--- src/rtl/i_mem_loader.sv ---
// i_mem_loader: framed byte-stream boot loader for the 32-bit instruction memory, holding the CPU in reset while loading.
// Define I_MEM_LOADER_CHECKSUM_EN to expect a sum-mod-256 trailer byte after the last word.
module i_mem_loader #(
  parameter int         ADDR_W        = 8,
  parameter logic [7:0] SYNC_BYTE     = 8'hA5,
  parameter bit         BOOT_ON_RESET = 1'b1
) (
  input  logic              clk,
  input  logic              rst_n,
  input  logic [7:0]        rx_data,
  input  logic              rx_valid,
  output logic              rx_ready,
  output logic              mem_we,
  output logic [ADDR_W-1:0] mem_addr,
  output logic [31:0]       mem_wdata,
  output logic              cpu_rst_n,
  output logic              load_busy,
  output logic              load_done,
  output logic              load_err,
  output logic [ADDR_W:0]   words_loaded
);
  typedef enum logic [2:0] {S_SYNC, S_COUNT, S_DATA, S_WRITE, S_CHECK, S_DONE, S_ERROR} state_t;
  state_t state_q, state_d;
  logic [ADDR_W-1:0] cnt_q, cnt_d, addr_q, addr_d;
  logic [1:0] idx_q, idx_d;
  logic [31:0] wdata_q, wdata_d;
  logic busy_q, busy_d, done_q, done_d, err_q, err_d, cpu_q, cpu_d;
  logic [ADDR_W:0] wl_q, wl_d;
`ifdef I_MEM_LOADER_CHECKSUM_EN
  logic [7:0] sum_q, sum_d;
`endif
  logic take;
  assign rx_ready     = state_q != S_WRITE;
  assign take         = rx_valid && rx_ready;
  assign mem_we       = state_q == S_WRITE;
  assign mem_addr     = addr_q;
  assign mem_wdata    = wdata_q;
  assign cpu_rst_n    = cpu_q;
  assign load_busy    = busy_q;
  assign load_done    = done_q;
  assign load_err     = err_q;
  assign words_loaded = wl_q;
  always_comb begin
    state_d = state_q;
    cnt_d   = cnt_q;
    addr_d  = addr_q;
    idx_d   = idx_q;
    wdata_d = wdata_q;
    busy_d  = busy_q;
    done_d  = done_q;
    err_d   = err_q;
    cpu_d   = cpu_q;
    wl_d    = wl_q;
`ifdef I_MEM_LOADER_CHECKSUM_EN
    sum_d   = sum_q;
`endif
    case (state_q)
      S_SYNC, S_DONE, S_ERROR: if (take && rx_data == SYNC_BYTE) begin
        state_d = S_COUNT;
        cpu_d   = 1'b0;
        busy_d  = 1'b1;
        done_d  = 1'b0;
        err_d   = 1'b0;
        wl_d    = '0;
        addr_d  = '0;
`ifdef I_MEM_LOADER_CHECKSUM_EN
        sum_d   = '0;
`endif
      end
      S_COUNT: if (take) begin
        cnt_d   = rx_data[ADDR_W-1:0];
        idx_d   = 2'd0;
        state_d = S_DATA;
      end
      S_DATA: if (take) begin
        wdata_d[8*idx_q +: 8] = rx_data;
        idx_d   = idx_q + 2'd1;
        state_d = idx_q == 2'd3 ? S_WRITE : S_DATA;
`ifdef I_MEM_LOADER_CHECKSUM_EN
        sum_d   = sum_q + rx_data;
`endif
      end
      S_WRITE: begin
        wl_d = wl_q + 1'b1;
        if (addr_q == cnt_q) begin
`ifdef I_MEM_LOADER_CHECKSUM_EN
          state_d = S_CHECK;
`else
          state_d = S_DONE;
          busy_d  = 1'b0;
          done_d  = 1'b1;
          cpu_d   = 1'b1;
`endif
        end else begin
          addr_d  = addr_q + 1'b1;
          state_d = S_DATA;
        end
      end
`ifdef I_MEM_LOADER_CHECKSUM_EN
      S_CHECK: if (take) begin
        busy_d  = 1'b0;
        state_d = rx_data == sum_q ? S_DONE : S_ERROR;
        done_d  = rx_data == sum_q;
        err_d   = rx_data != sum_q;
        cpu_d   = rx_data == sum_q;
      end
`endif
      default: state_d = S_SYNC;
    endcase
  end
  always_ff @(posedge clk or negedge rst_n) begin
    if (!rst_n) begin
      state_q <= S_SYNC;
      cnt_q   <= '0;
      addr_q  <= '0;
      idx_q   <= '0;
      wdata_q <= '0;
      busy_q  <= 1'b0;
      done_q  <= 1'b0;
      err_q   <= 1'b0;
      cpu_q   <= !BOOT_ON_RESET;
      wl_q    <= '0;
`ifdef I_MEM_LOADER_CHECKSUM_EN
      sum_q   <= '0;
`endif
    end else begin
      state_q <= state_d;
      cnt_q   <= cnt_d;
      addr_q  <= addr_d;
      idx_q   <= idx_d;
      wdata_q <= wdata_d;
      busy_q  <= busy_d;
      done_q  <= done_d;
      err_q   <= err_d;
      cpu_q   <= cpu_d;
      wl_q    <= wl_d;
`ifdef I_MEM_LOADER_CHECKSUM_EN
      sum_q   <= sum_d;
`endif
    end
  end
endmodule

--- config.mk ---
export PLATFORM = sky130hd
export DESIGN_NAME = i_mem_loader
export DESIGN_NICKNAME = d
export VERILOG_FILES = /design/src/rtl/i_mem_loader.sv
export SDC_FILE = /design/constraint.sdc
export NUM_CORES = 1
export LEC_CHECK = 0
export BUFFER_PORTS_ARGS = -buffer_cell sky130_fd_sc_hd__buf_2
export CORE_AREA = 2 2 102 64
export CTS_CLUSTER_SIZE = 12
export DETAILED_ROUTE_END_ITERATION = 7
export DIE_AREA = 0 0 104 66
export PLACE_DENSITY = 0.82
export SETUP_SLACK_MARGIN = 0.5
export SLEW_MARGIN = 20
export SYNTH_ARGS = -nofsm -noshare
export SYNTH_HDL_FRONTEND = slang
export SYNTH_SLANG_ARGS = --single-unit
--- constraint.sdc ---
create_clock -name clk -period 2.2 [get_ports clk]
set_input_delay 0.11 -clock clk [delete_from_list [all_inputs] [get_ports clk]]
set_output_delay 0.11 -clock clk [all_outputs]
set_load 0.01 [all_outputs]
# Yosys cells after proc, flatten, opt, wreduce, memory -nomap -nowiden
# Cells that the tools add are included.
# classes
muxes	21
shifts	2
addsub	4
eq_ne	14
reduce_logical	13
# op_table
op	count
5-bit negation with 34-bit output	1
8-bit by 34-bit variable shift with 32-bit output, first input constant	1
8-bit by 34-bit variable part select with 32-bit output	1
32-bit bitwise mux	1
9-bit one-hot mux with 2 select lines	1
8-bit two-way mux	2
8-bit one-hot mux with 2 select lines	1
3-bit two-way mux	4
3-bit one-hot mux with 4 select lines	1
3-bit AND reduction	4
9-bit by 1-bit adder with 9-bit output, second input constant	1
9-bit two-way mux	1
8-bit by 1-bit adder with 8-bit output, second input constant	1
8-bit == test	1
8-bit == test, second input constant	1
2-bit != test, second input constant	4
3-bit by 2-bit == test with 1-bit output, second input constant	2
3-bit == test, second input constant	2
2-bit AND reduction	3
1-bit two-way mux	5
2-bit two-way mux	2
1-bit one-hot mux with 2 select lines	2
2-bit one-hot mux with 2 select lines	1
2-bit nonzero test	2
other kinds (8)	9
# totals
regBits	64
out_inout_bits	55
word_cells	62
inputBits	11

# Depth between registers and ports, before layout
# Gate-level depths: netlist of run 1.
# logic_depth
ltp_word	5
mapped_depth	7
mapped_depth_nobuf	6

# Least setup slack after synthesis of run 1
# OpenSTA, ideal clock, no wires.
# synth_timing
kind	register to register
start	register idx_q[0]
end	register wdata_q[0], in the netlist mem_wdata[0]
path_buffers	0
path_slack_ns	0.467
synth_period_minus_slack_ns	1.733
setup_ns	0.077
stages_incl_launch_ff	6
required_time_ns	2.123
t_arrival_ns	1.656
path_cell_list	dfrtp_1 -> inv_1 -> ha_1 -> nor3b_1 -> nand2_1 -> o21ai_1
# synth_between
elab_chain_len	3
elab_cells_between_ends	4
cone_classes	1 x add/sub; 2 x shift; 1 x mux
# synth_lines
element	line	source
start: declaration	25	logic [1:0] idx_q, idx_d;
start signal: assignment	130	idx_q <= idx_d;
5-bit negation with 34-bit output (*)	76	wdata_d[8*idx_q +: 8] = rx_data;
8-bit by 34-bit variable part select with 32-bit output / 8-bit by 34-bit variable shift with 32-bit output (equally long branches)	76	
32-bit bitwise mux (*)	76	
end signal: assignment	131	wdata_q <= wdata_d;
end: declaration	26	logic [31:0] wdata_q, wdata_d;
# Every way passes the cells marked *; elsewhere a longest branch is shown, timed or not.
# A chain may end at the register's enable or synchronous reset.

# Final worst setup path of run 1
# layout_timing
start	register addr_q[6], in the netlist mem_addr[6]
end	register addr_q[4], in the netlist mem_addr[4]
# layout_between
elab_chain_len	3
# layout_lines
element	line	source
start: declaration	24	logic [ADDR_W-1:0] cnt_q, cnt_d, addr_q, addr_d;
start signal: assignment	129	addr_q <= addr_d;
8-bit == test	85	if (addr_q == cnt_q) begin
2-bit != test (no source line)	--	
3-bit AND reduction (no source line)	--	
# No other way between the ends.

==> impl_metrics.yaml, run 1 <==
synthesis:
  post_synth.cell_area_avg_um2: 10.1
  syn-instance-count: 316
  post-synth-top-area-fraction_pct: 50.3
  synthTopCellsByArea: "dfrtp_1 50%, nand2_1 9.1%, o21ai_1 5.0%"
  synth.cell_area_mm2: 0.00319
  postSynth.topFlopCell: "dfrtp_1"
  synth_warnings: 0
  synth_seq_area_share_pct: 50.3
  post-synth-top-area-cell: "dfrtp_1"
  synth_seq_cells: 64
  synth_cell_type_count: 51
  mappedNetlistNets: 335
  synth_edf_count: 0
  synthArstFlopShare_pct: 100
timing:
  hold_violation_count_in_the_final_report: 0
  timing.max_slew.rel_slack_pct: 60.4
  drv_slew: 0
  layout_worst_path_cycle_share_pct: 75.3
  fmax_ghz: 0.604
  period_minus_ws_final_ns: 1.66
  clock-skew-final_ns: 0.00615
  worst_pin_slew_ns: 0.594
  layout_setup_ws_ns: 0.543
  finalSetupViolations: 0
  totalNegativeSetupSlack_ns: 0
  rsz0062_at_grt: "yes"
critical_path:
  timing.setup.critical_path_class: "reg2reg"
  r2r-end: "mem_addr[4]"
  reg2reg_slack_ns: 0.54
  crit_path_start_kind: "flop"
  reg2reg_depth: 6
  end_kind: "flop"
  arrival_ns: 1.93
  required_ns: 2.47
  reg2reg_from: "mem_addr[6]"
  timing.critical_path.fanout_max: 6
detailed_routing:
  initialDrtViolationCount: 211
  route.detailed.vias_per_inst: 5.35
  drtPass1Iterations: 5
  drt_wl_total_um: 7400
  detail_route.drc_violations: 0
  via_count: 2534
  wire_per_inst_um: 15.6
  postRouteAntennaNets: 0
place:
  dp.final_hpwl_um: 5110
  dp_slack_ns: 0.368
  io_buffers: 64
  final_replace_weighted_congestion: 0.831
grt:
  maximum_number_of_pins_on_one_net_before_global_route_repair: 27
  grt.total_usage_pct: 23.2
  globalRoute.totalOverflow: 0
  grt_first_pass_wirelength_um: 12100
  number_of_global_route_vias_before_repair: 2388
  number_of_antenna_violations_at_the_first_check_in_global_routing: 0
floorplan:
  core_area_mm2: 0.00595
  die_area_mm2: 0.00686
  initial_utilization_pct: 53.6
  core.rowCount: 22
  top_level_pins: 66
  fp.dieH_um: 66
  die_width_um: 104
hold_path:
  min_path_cells: 3
  hold_class: "in2reg"
  worst_hold_startpoint: "rx_data[0]"
  holdPathEnd: "mem_wdata[8]"
clock_tree:
  htree_num_levels: 3
  maximum_count_of_clock_buffers_along_a_single_path: 2
  clock_sinks: 64
  clock_latency_ns: 0.36
  cts-root-buf: "clkbuf_8"
  cts.clk_slew.worst_paths_ns: 0.08
  cts_made_buffers: 9
  cts_tree: "yes"
finish:
  antenna-diode-count: 0
  syn_to_final_growth_pct: 21.3
  fillers: 463
  layout.cells.most_common: "nand2_1"
  finish.net_count: 404
  most-common-layout-cells: "77 x nand2_1, 64 x buf_2, 56 x dfrtp_1"
  proportion_of_layout_cells_with_a_drive_suffix_above_1_pct: 34.4
power_and_ir_drop:
  total_power_mw: 5.07
  worst_ir_drop_vdd_v: 0.000579
  power_density_mw_per_mm2: 1310
  p_leak_nw: 1.85
outcome:
  outcome: "completed"
flow_run:
  maxCapViolations: 0
-- state kept, by name (all words and copies together), names as in the netlist --
name          flops
state_q           3
mem_wdata        32
cpu_rst_n         1
cnt_q             8
mem_addr          8
words_loaded      9
load_busy         1
idx_q             2
-- worst max path at each step --
stage / start / endpoint / slack, ns / depth (start not counted)
after floorplan: idx_q[0] / mem_wdata[24] / 0.47 / 5
after global placement: idx_q[0] / mem_wdata[5] / 0.46 / 5
after detailed placement: idx_q[0] / mem_wdata[4] / 0.37 / 5
after CTS: state_q[2] / mem_we / 0.51 / 3
after global routing: state_q[2] / mem_addr[7] / 0.43 / 5
final: mem_addr[6] / mem_addr[4] / 0.54 / 6
-- routing by layer --
metal | vias up | share of wire (%) | global-route usage, %
met5 | - | 0 | 0
met4 | 0 | 1.2 | 7.43
met3 | 15 | 5.8 | 7.68
met2 | 67 | 45 | 34.9
met1 | 1231 | 49 | 32.1
li1 | 1221 | - | -
-- critical path: stages, from the launching register on --
cell and delay (ns):
dfrtp_1 0.46, xnor2_2 0.18, nand4_1 0.19, nor2_4 0.08, buf_4 0.14, nor3_1 0.29, mux2i_1 0.24
-- cell usage after synthesis (2+ instances only) --
master,n
o31ai_1,2
mux2i_1,6
nand2_4,4
mux2_2,9
o21ai_1,32
xnor2_1,7
nand2b_1,4
buf_2,4
and2_1,4
a31oi_1,4
buf_4,5
nand2_1,77
o21ai_0,5
clkbuf_1,2
nor3_1,5
xnor2_2,2
buf_6,7
inv_1,5
nand4_1,5
ha_1,8
nand3_1,12
nor2_1,7
nor3b_1,3
nor2b_1,2
nand4_2,2
dfrtp_1,64
and3_1,2
a21oi_1,4
-- logic make-up (layout without fill, tap and decap cells) --
| kind of cell | after synthesis | count (layout) | share of synthesized area, % |
|---|---|---|---|
| buffers and inverters | 23 | 97 | 5.10 |
| adders and majority gates | 8 | 8 | 3.14 |
| muxes | 15 | 15 | 5.06 |
| DFF | 64 | 64 | 50.3 |
| AOI/OAI and AO/OA | 61 | 61 | 11.8 |
| xor gates and xnor gates | 10 | 10 | 3.22 |
| other | 1 | 1 | 0.118 |
| and+or+nand+nor | 134 | 134 | 21.3 |
-- through the flow --
step / hold slack, ns / cells / utilization (%) / area (um^2)
floorplan: -0.186 / 316 / - / 3190
global placement: 0.141 / 450 / 58.9 / 3500
detailed placement: 0.153 / 450 / 58.9 / 3500
CTS: 0.0400 / 468 / 63.6 / 3780
global route: 0.0342 / 474 / 65.0 / 3870
finish: 0.0415 / 474 / 65.0 / 3870
-- timing repair --
item                                    4_1_cts  5_1_grt
hold buffers                                  1        0
endpoints found under the hold margin        24        0
endpoints found under the setup margin       35       44
pin swaps                                     0        3
buffers inserted                              1        6
resized for setup                             9       13
-- final cells by class --
class / count / area (um^2) / share of cell area [%]
Clock buffer: 9 / 124 / 3.20
Timing Repair Buffer: 76 / 413 / 10.7
Sequential cell: 64 / 1610 / 41.7
Inverter: 5 / 22.5 / 0.583
Tap cell: 84 / 105 / 2.72
Clock inverter: 7 / 119 / 3.07
Multi-Input combinational cell: 229 / 1470 / 38.1
-- power by group --
part / internal, mW / switching (mW) / total (mW)
clock: 0.754 / 0.492 / 1.25
combinational: 0.817 / 1.03 / 1.85
sequential: 1.60 / 0.380 / 1.98
No activity file was read; power rests on OpenSTA's default activity.
==> run 2: changes to the inputs <==
--- a/config.mk
+++ b/config.mk
@@ -6,11 +6,11 @@
 export NUM_CORES = 1
 export LEC_CHECK = 0
 export BUFFER_PORTS_ARGS = -buffer_cell sky130_fd_sc_hd__buf_2
-export CORE_AREA = 2 2 102 64
+export CORE_AREA = 2 2 108 68
 export CTS_CLUSTER_SIZE = 12
 export DETAILED_ROUTE_END_ITERATION = 7
-export DIE_AREA = 0 0 104 66
-export PLACE_DENSITY = 0.82
+export DIE_AREA = 0 0 110 70
+export PLACE_DENSITY = 0.77
 export SETUP_SLACK_MARGIN = 0.5
 export SLEW_MARGIN = 20
 export SYNTH_ARGS = -nofsm -noshare
==> constraint.sdc (replaced) <==
create_clock -name clk -period 1.4 [get_ports clk]
set_input_delay 0.07 -clock clk [delete_from_list [all_inputs] [get_ports clk]]
set_output_delay 0.07 -clock clk [all_outputs]
set_load 0.01 [all_outputs]
==> run 2 against run 1 <==
The flow now finishes with violations (negative setup slack). Non-clock buffer count increased by 93. Via count rose by 34%. Worst hold slack gained 0.0020 ns. Flip-flop and latch count stayed put. Die area is 12% higher.
==> impl_metrics.yaml, run 2 (synthesis results as in run 1) <==
outcome:
  outcome: "complete, but fails checks"
  violated_checks: "negative setup slack"
critical_path:
  reg2reg_from: "mem_addr[0]"
  required_ns: 1.62
  crit_path_start_kind: "flop"
  timing.critical_path.fanout_max: 6
  arrival_ns: 1.97
  cp_top_family: "simple AND/OR/NAND/NOR gates"
  crit_chain: "xnor2_1, nand4_1, or2_4, a21oi_1, a31oi_1"
  cp_slowest_cell: "dfrtp_2"
  reg2reg_depth: 5
  worstPathBufferInverterCount: 0
  reg2reg_slack_ns: -0.35
  timing.setup.critical_path_class: "reg2reg"
  end_kind: "flop"
  r2r-end: "mem_addr[0]"
  crit_path_max_incr_delay_ns: 0.44
detailed_routing:
  wire_per_inst_um: 21.8
  detail_route.drc_violations: 0
  route.detailed.vias_per_inst: 5.91
  initialDrtViolationCount: 274
  via_count: 3390
  postRouteAntennaNets: 0
  drtPass1Iterations: 5
  drt_wl_total_um: 12500
floorplan:
  die_width_um: 110
  core_area_mm2: 0.00688
  core.rowCount: 24
  initial_utilization_pct: 46.3
  die_area_mm2: 0.00770
  fp.dieH_um: 70
  top_level_pins: 66
place:
  io_buffers: 64
  dp.final_hpwl_um: 5760
  dp_cells: 499
  dp_slack_ns: -0.187
  dpl_cell_area_mm2: 0.00400
  final_replace_weighted_congestion: 0.824
clock_tree:
  cts-root-buf: "clkbuf_8"
  cts_tree: "yes"
  maximum_count_of_clock_buffers_along_a_single_path: 2
  cts_made_buffers: 9
  clock_latency_ns: 0.36
  clock_sinks: 64
  cts.clk_slew.worst_paths_ns: 0.08
  htree_num_levels: 3
finish:
  syn_to_final_growth_pct: 61.3
  antenna-diode-count: 0
  most-common-layout-cells: "75 x buf_4, 70 x nand2_1, 56 x dfrtp_1"
  stdcell_area_mm2: 0.00514
  flip_flop_count_of_the_largest_register_after_layout: 32
  area_used_by_multi_input_combinational_logic_mm2: 0.00178
  proportion_of_layout_cells_with_a_drive_suffix_above_1_pct: 54.9
  fillers: 396
  finish.net_count: 497
  layout.cells.most_common: "buf_4"
  ff_latch_area_mm2: 0.00161
  post_layout_nonfiller_instances: 574
power_and_ir_drop:
  worst_ir_drop_vdd_v: 0.000966
  power_density_mw_per_mm2: 1980
  p_leak_nw: 2.51
timing:
  layout_setup_ws_ns: -0.350
  period_minus_ws_final_ns: 1.75
  fmax_ghz: 0.571
  hold_violation_count_in_the_final_report: 0
  totalNegativeSetupSlack_ns: -8.05
  finalSetupViolations: 65
  rsz0062_at_grt: "yes"
  clock-skew-final_ns: 0.00884
  layout_worst_path_cycle_share_pct: 125
  drv_slew: 0
grt:
  number_of_global_route_vias_before_repair: 2998
  maximum_number_of_pins_on_one_net_before_global_route_repair: 65
  number_of_antenna_violations_at_the_first_check_in_global_routing: 0
  grt_first_pass_wirelength_um: 16100
  globalRoute.totalOverflow: 0
  grt.total_usage_pct: 28.0
hold_path:
  min_path_cells: 3
  holdPathEnd: "mem_wdata[5]"
  worst_hold_startpoint: "rx_data[5]"
  hold_class: "in2reg"
flow_run:
  maxCapViolations: 0
[run 2: cell count changes in the layout (fill, tap and decap cells not counted), moves of 7 or more]
cell	previous run	this run
buf_4	11	75
buf_6	0	39
buf_2	64	47
mux2_2	9	1
mux2_4	0	8
nand2_1	77	70
nand3_1	12	5
[run 2: routing by layer]
layer,GRT usage [%],wire length (um)
met5,0,0
met4,8.86,701
met3,8.12,1260
met2,44.3,5770
met1,37.0,4780
[run 2: timing repair]
item | CTS | global route
hold endpoints to repair | 64 | 0
resized for setup | 61 | 33
pin swaps | 14 | 21
cloned | 1 | 0
buffers inserted | 34 | 23
hold buffers | 1 | 0
endpoints found under the setup margin | 118 | 118
[run 2: through the flow]
stage | power [mW] | hold slack [ns] | util (%)
after floorplan | 5.12 | -0.226 | -
after global placement | 6.32 | 0.105 | 58.1
after detailed placement | 6.46 | 0.111 | 58.1
after CTS | 9.11 | 0.0172 | 69.6
after global routing | 10.6 | 0.0326 | 74.8
final | 10.2 | 0.0434 | 74.8
[run 2: how the worst max path moves through the flow]
stage | from | end | slack, ns | cells after the start
2_1_floorplan | mem_addr[3] | mem_addr[1] | -0.11 | 6
3_3_place_gp | state_q[1] | mem_addr[5] | -0.10 | 6
3_5_place_dp | state_q[1] | mem_addr[7] | -0.19 | 5
4_1_cts | mem_addr[4] | state_q[1] | -0.14 | 6
5_1_grt | mem_addr[0] | mem_addr[0] | -0.37 | 5
6_report | mem_addr[0] | mem_addr[0] | -0.35 | 5
[run 2: tightest hold or removal path, stage by stage]
cell     delay [ns]
buf_2          0.17
nand2_1        0.08
o21ai_1        0.05
[run 2: cell type report]
class	count	share of cell area (%)
repair buffers	169	27.1
clock inverters	7	1.87
multi-input cells	229	34.6
well taps	91	2.21
inverters	5	0.462
flip-flops and latches	64	31.3
clock buffers	9	2.41
[run 2: power by group]
| group | switching, mW | internal [mW] | leakage, nW |
|---|---|---|---|
| clock | 0.830 | 1.00 | 0.101 |
| sequential | 0.569 | 2.51 | 0.811 |
| combinational | 2.66 | 2.62 | 1.60 |
| total | 4.06 | 6.13 | 2.51 |
==> run 3: changes to the inputs <==
--- a/config.mk
+++ b/config.mk
@@ -11,6 +11,7 @@
 export DETAILED_ROUTE_END_ITERATION = 7
 export DIE_AREA = 0 0 110 70
 export PLACE_DENSITY = 0.77
+export RECOVER_POWER = 25
 export SETUP_SLACK_MARGIN = 0.5
 export SLEW_MARGIN = 20
 export SYNTH_ARGS = -nofsm -noshare
==> run 3 against run 2 <==
The flow still finishes with violations (negative setup slack). First-iteration DRC count increased by 0.73%. Core utilization is 0.18 points lower. Cell count unchanged. Sequential share of layout area increased by 0.076 points. Register-to-register slack is essentially flat. Critical endpoint unchanged. Largest cell class unchanged.
==> impl_metrics.yaml, run 3 (synthesis results as in run 1) <==
hold_path:
  worst_hold_startpoint: "rx_data[5]"
  hold_class: "in2reg"
clock_tree:
  htree_num_levels: 3
  clock_sinks: 64
  clock_latency_ns: 0.36
  cts-root-buf: "clkbuf_8"
  cts.clk_slew.worst_paths_ns: 0.08
  cts_tree: "yes"
  cts_made_buffers: 9
  maximum_count_of_clock_buffers_along_a_single_path: 2
timing:
  layout_worst_path_cycle_share_pct: 124
  fmax_ghz: 0.575
  worst_pin_slew_ns: 0.899
  drv_slew: 0
  period_minus_ws_final_ns: 1.74
  layout_setup_ws_ns: -0.340
  timing.max_slew.rel_slack_pct: 40.1
  clock-skew-final_ns: 0.00819
  finalSetupViolations: 65
  final.hold.worst_slack_ns: 0.0441
  hold_violation_count_in_the_final_report: 0
  rsz0062_at_grt: "yes"
place:
  dp_slack_ns: -0.187
  final_replace_weighted_congestion: 0.824
  io_buffers: 64
  dp.final_hpwl_um: 5760
grt:
  grt_first_pass_wirelength_um: 16100
  maximum_number_of_pins_on_one_net_before_global_route_repair: 65
  number_of_global_route_vias_before_repair: 2998
  grt.total_usage_pct: 28.0
  number_of_antenna_violations_at_the_first_check_in_global_routing: 0
  globalRoute.totalOverflow: 0
floorplan:
  die_width_um: 110
  core_area_mm2: 0.00688
  top_level_pins: 66
  die_area_mm2: 0.00770
  initial_utilization_pct: 46.3
  core.rowCount: 24
  fp.dieH_um: 70
outcome:
  outcome: "complete, but fails checks"
  violated_checks: "negative setup slack"
critical_path:
  r2r-end: "mem_addr[0]"
  crit_path_start_kind: "flop"
  timing.critical_path.fanout_max: 6
  arrival_ns: 1.96
  timing.setup.critical_path_class: "reg2reg"
  reg2reg_from: "mem_addr[0]"
  reg2reg_depth: 5
  timing.critical_path.from: "mem_addr[0]"
  reg2reg_slack_ns: -0.34
  end_kind: "flop"
  required_ns: 1.62
  worst_setup_path_endpoint: "mem_addr[0]"
flow_run:
  maxCapViolations: 0
finish:
  proportion_of_layout_cells_with_a_drive_suffix_above_1_pct: 54.9
  finish.net_count: 497
  final_util_pct: 74.6
  flip_flop_count_of_the_largest_register_after_layout: 32
  fillers: 398
  most-common-layout-cells: "75 x buf_4, 70 x nand2_1, 56 x dfrtp_1"
  layout.cells.most_common: "buf_4"
  syn_to_final_growth_pct: 60.9
  antenna-diode-count: 0
detailed_routing:
  route.detailed.vias_per_inst: 5.92
  drt_wl_total_um: 12500
  initialDrtViolationCount: 276
  detail_route.drc_violations: 0
  via_count: 3399
  wire_per_inst_um: 21.8
  drtPass1Iterations: 5
  postRouteAntennaNets: 0
power_and_ir_drop:
  power_density_mw_per_mm2: 1990
  p_leak_nw: 2.50
  worst_ir_drop_vdd_v: 0.000966
## run 3: changes by cell type in the layout (fill, tap and decap cells not counted)
cell | before | now
buf_12 | 6 | 5
clkbuf_4 | 0 | 1
## run 3: per-layer routing
metal | track usage (%) | share of wire, %
met1 | 37.0 | 38
met5 | 0 | 0
met2 | 44.3 | 46
met3 | 8.12 | 10
met4 | 8.86 | 5.6
## run 3: worst max-delay path, stage by stage, from the launching register on
cell and delay, ns:
dfrtp_2 0.44, xnor2_1 0.22, nand4_1 0.24, or2_4 0.37, a21oi_1 0.24, a31oi_1 0.10
## run 3: through the flow
stage | total power, mW | std cells | TNS, ns | cell area (um^2)
final | 10.2 | 574 | -7.92 | 5130
after global routing | 10.6 | 574 | -11.62 | 5130
after CTS | 9.11 | 551 | -2.63 | 4780
after detailed placement | 6.46 | 499 | -5.11 | 4000
after global placement | 6.32 | 499 | -1.52 | 4000
after floorplan | 5.12 | 316 | -1.38 | 3340
## run 3: cell type report
type | count | area (um^2) | area share [%]
clock buffer | 9 | 124 | 2.42
tap | 91 | 114 | 2.22
inverter | 5 | 23.8 | 0.464
timing repair buffer | 169 | 1380 | 27.0
multi-input combinational | 229 | 1780 | 34.6
clock inverter | 7 | 96.3 | 1.88
sequential | 64 | 1610 | 31.4
## run 3: power breakdown
part / switching [mW] / internal (mW)
combinational: 2.66 / 2.61
sequential: 0.567 / 2.51
clock: 0.831 / 1.00
## run 3: how the worst min path moves through the flow
| stage | endpoint | slack (ns) | cells after the start |
|---|---|---|---|
| floorplan | cnt_q[0] | -0.23 | 0 |
| global placement | mem_wdata[9] | 0.10 | 2 |
| detailed placement | mem_wdata[10] | 0.11 | 2 |
| CTS | mem_wdata[25] | 0.02 | 3 |
| global route | mem_wdata[9] | 0.03 | 3 |
| finish | mem_wdata[5] | 0.04 | 3 |
## run 3: repair_timing
| item | CTS | global route |
|---|---|---|
| hold endpoints to repair | 64 | 0 |
| pin swaps | 14 | 21 |
| buffers inserted | 34 | 23 |
| hold buffers | 1 | 0 |
| gates cloned | 1 | 0 |
| gates resized for setup | 61 | 33 |
| setup endpoints to repair | 118 | 118 |
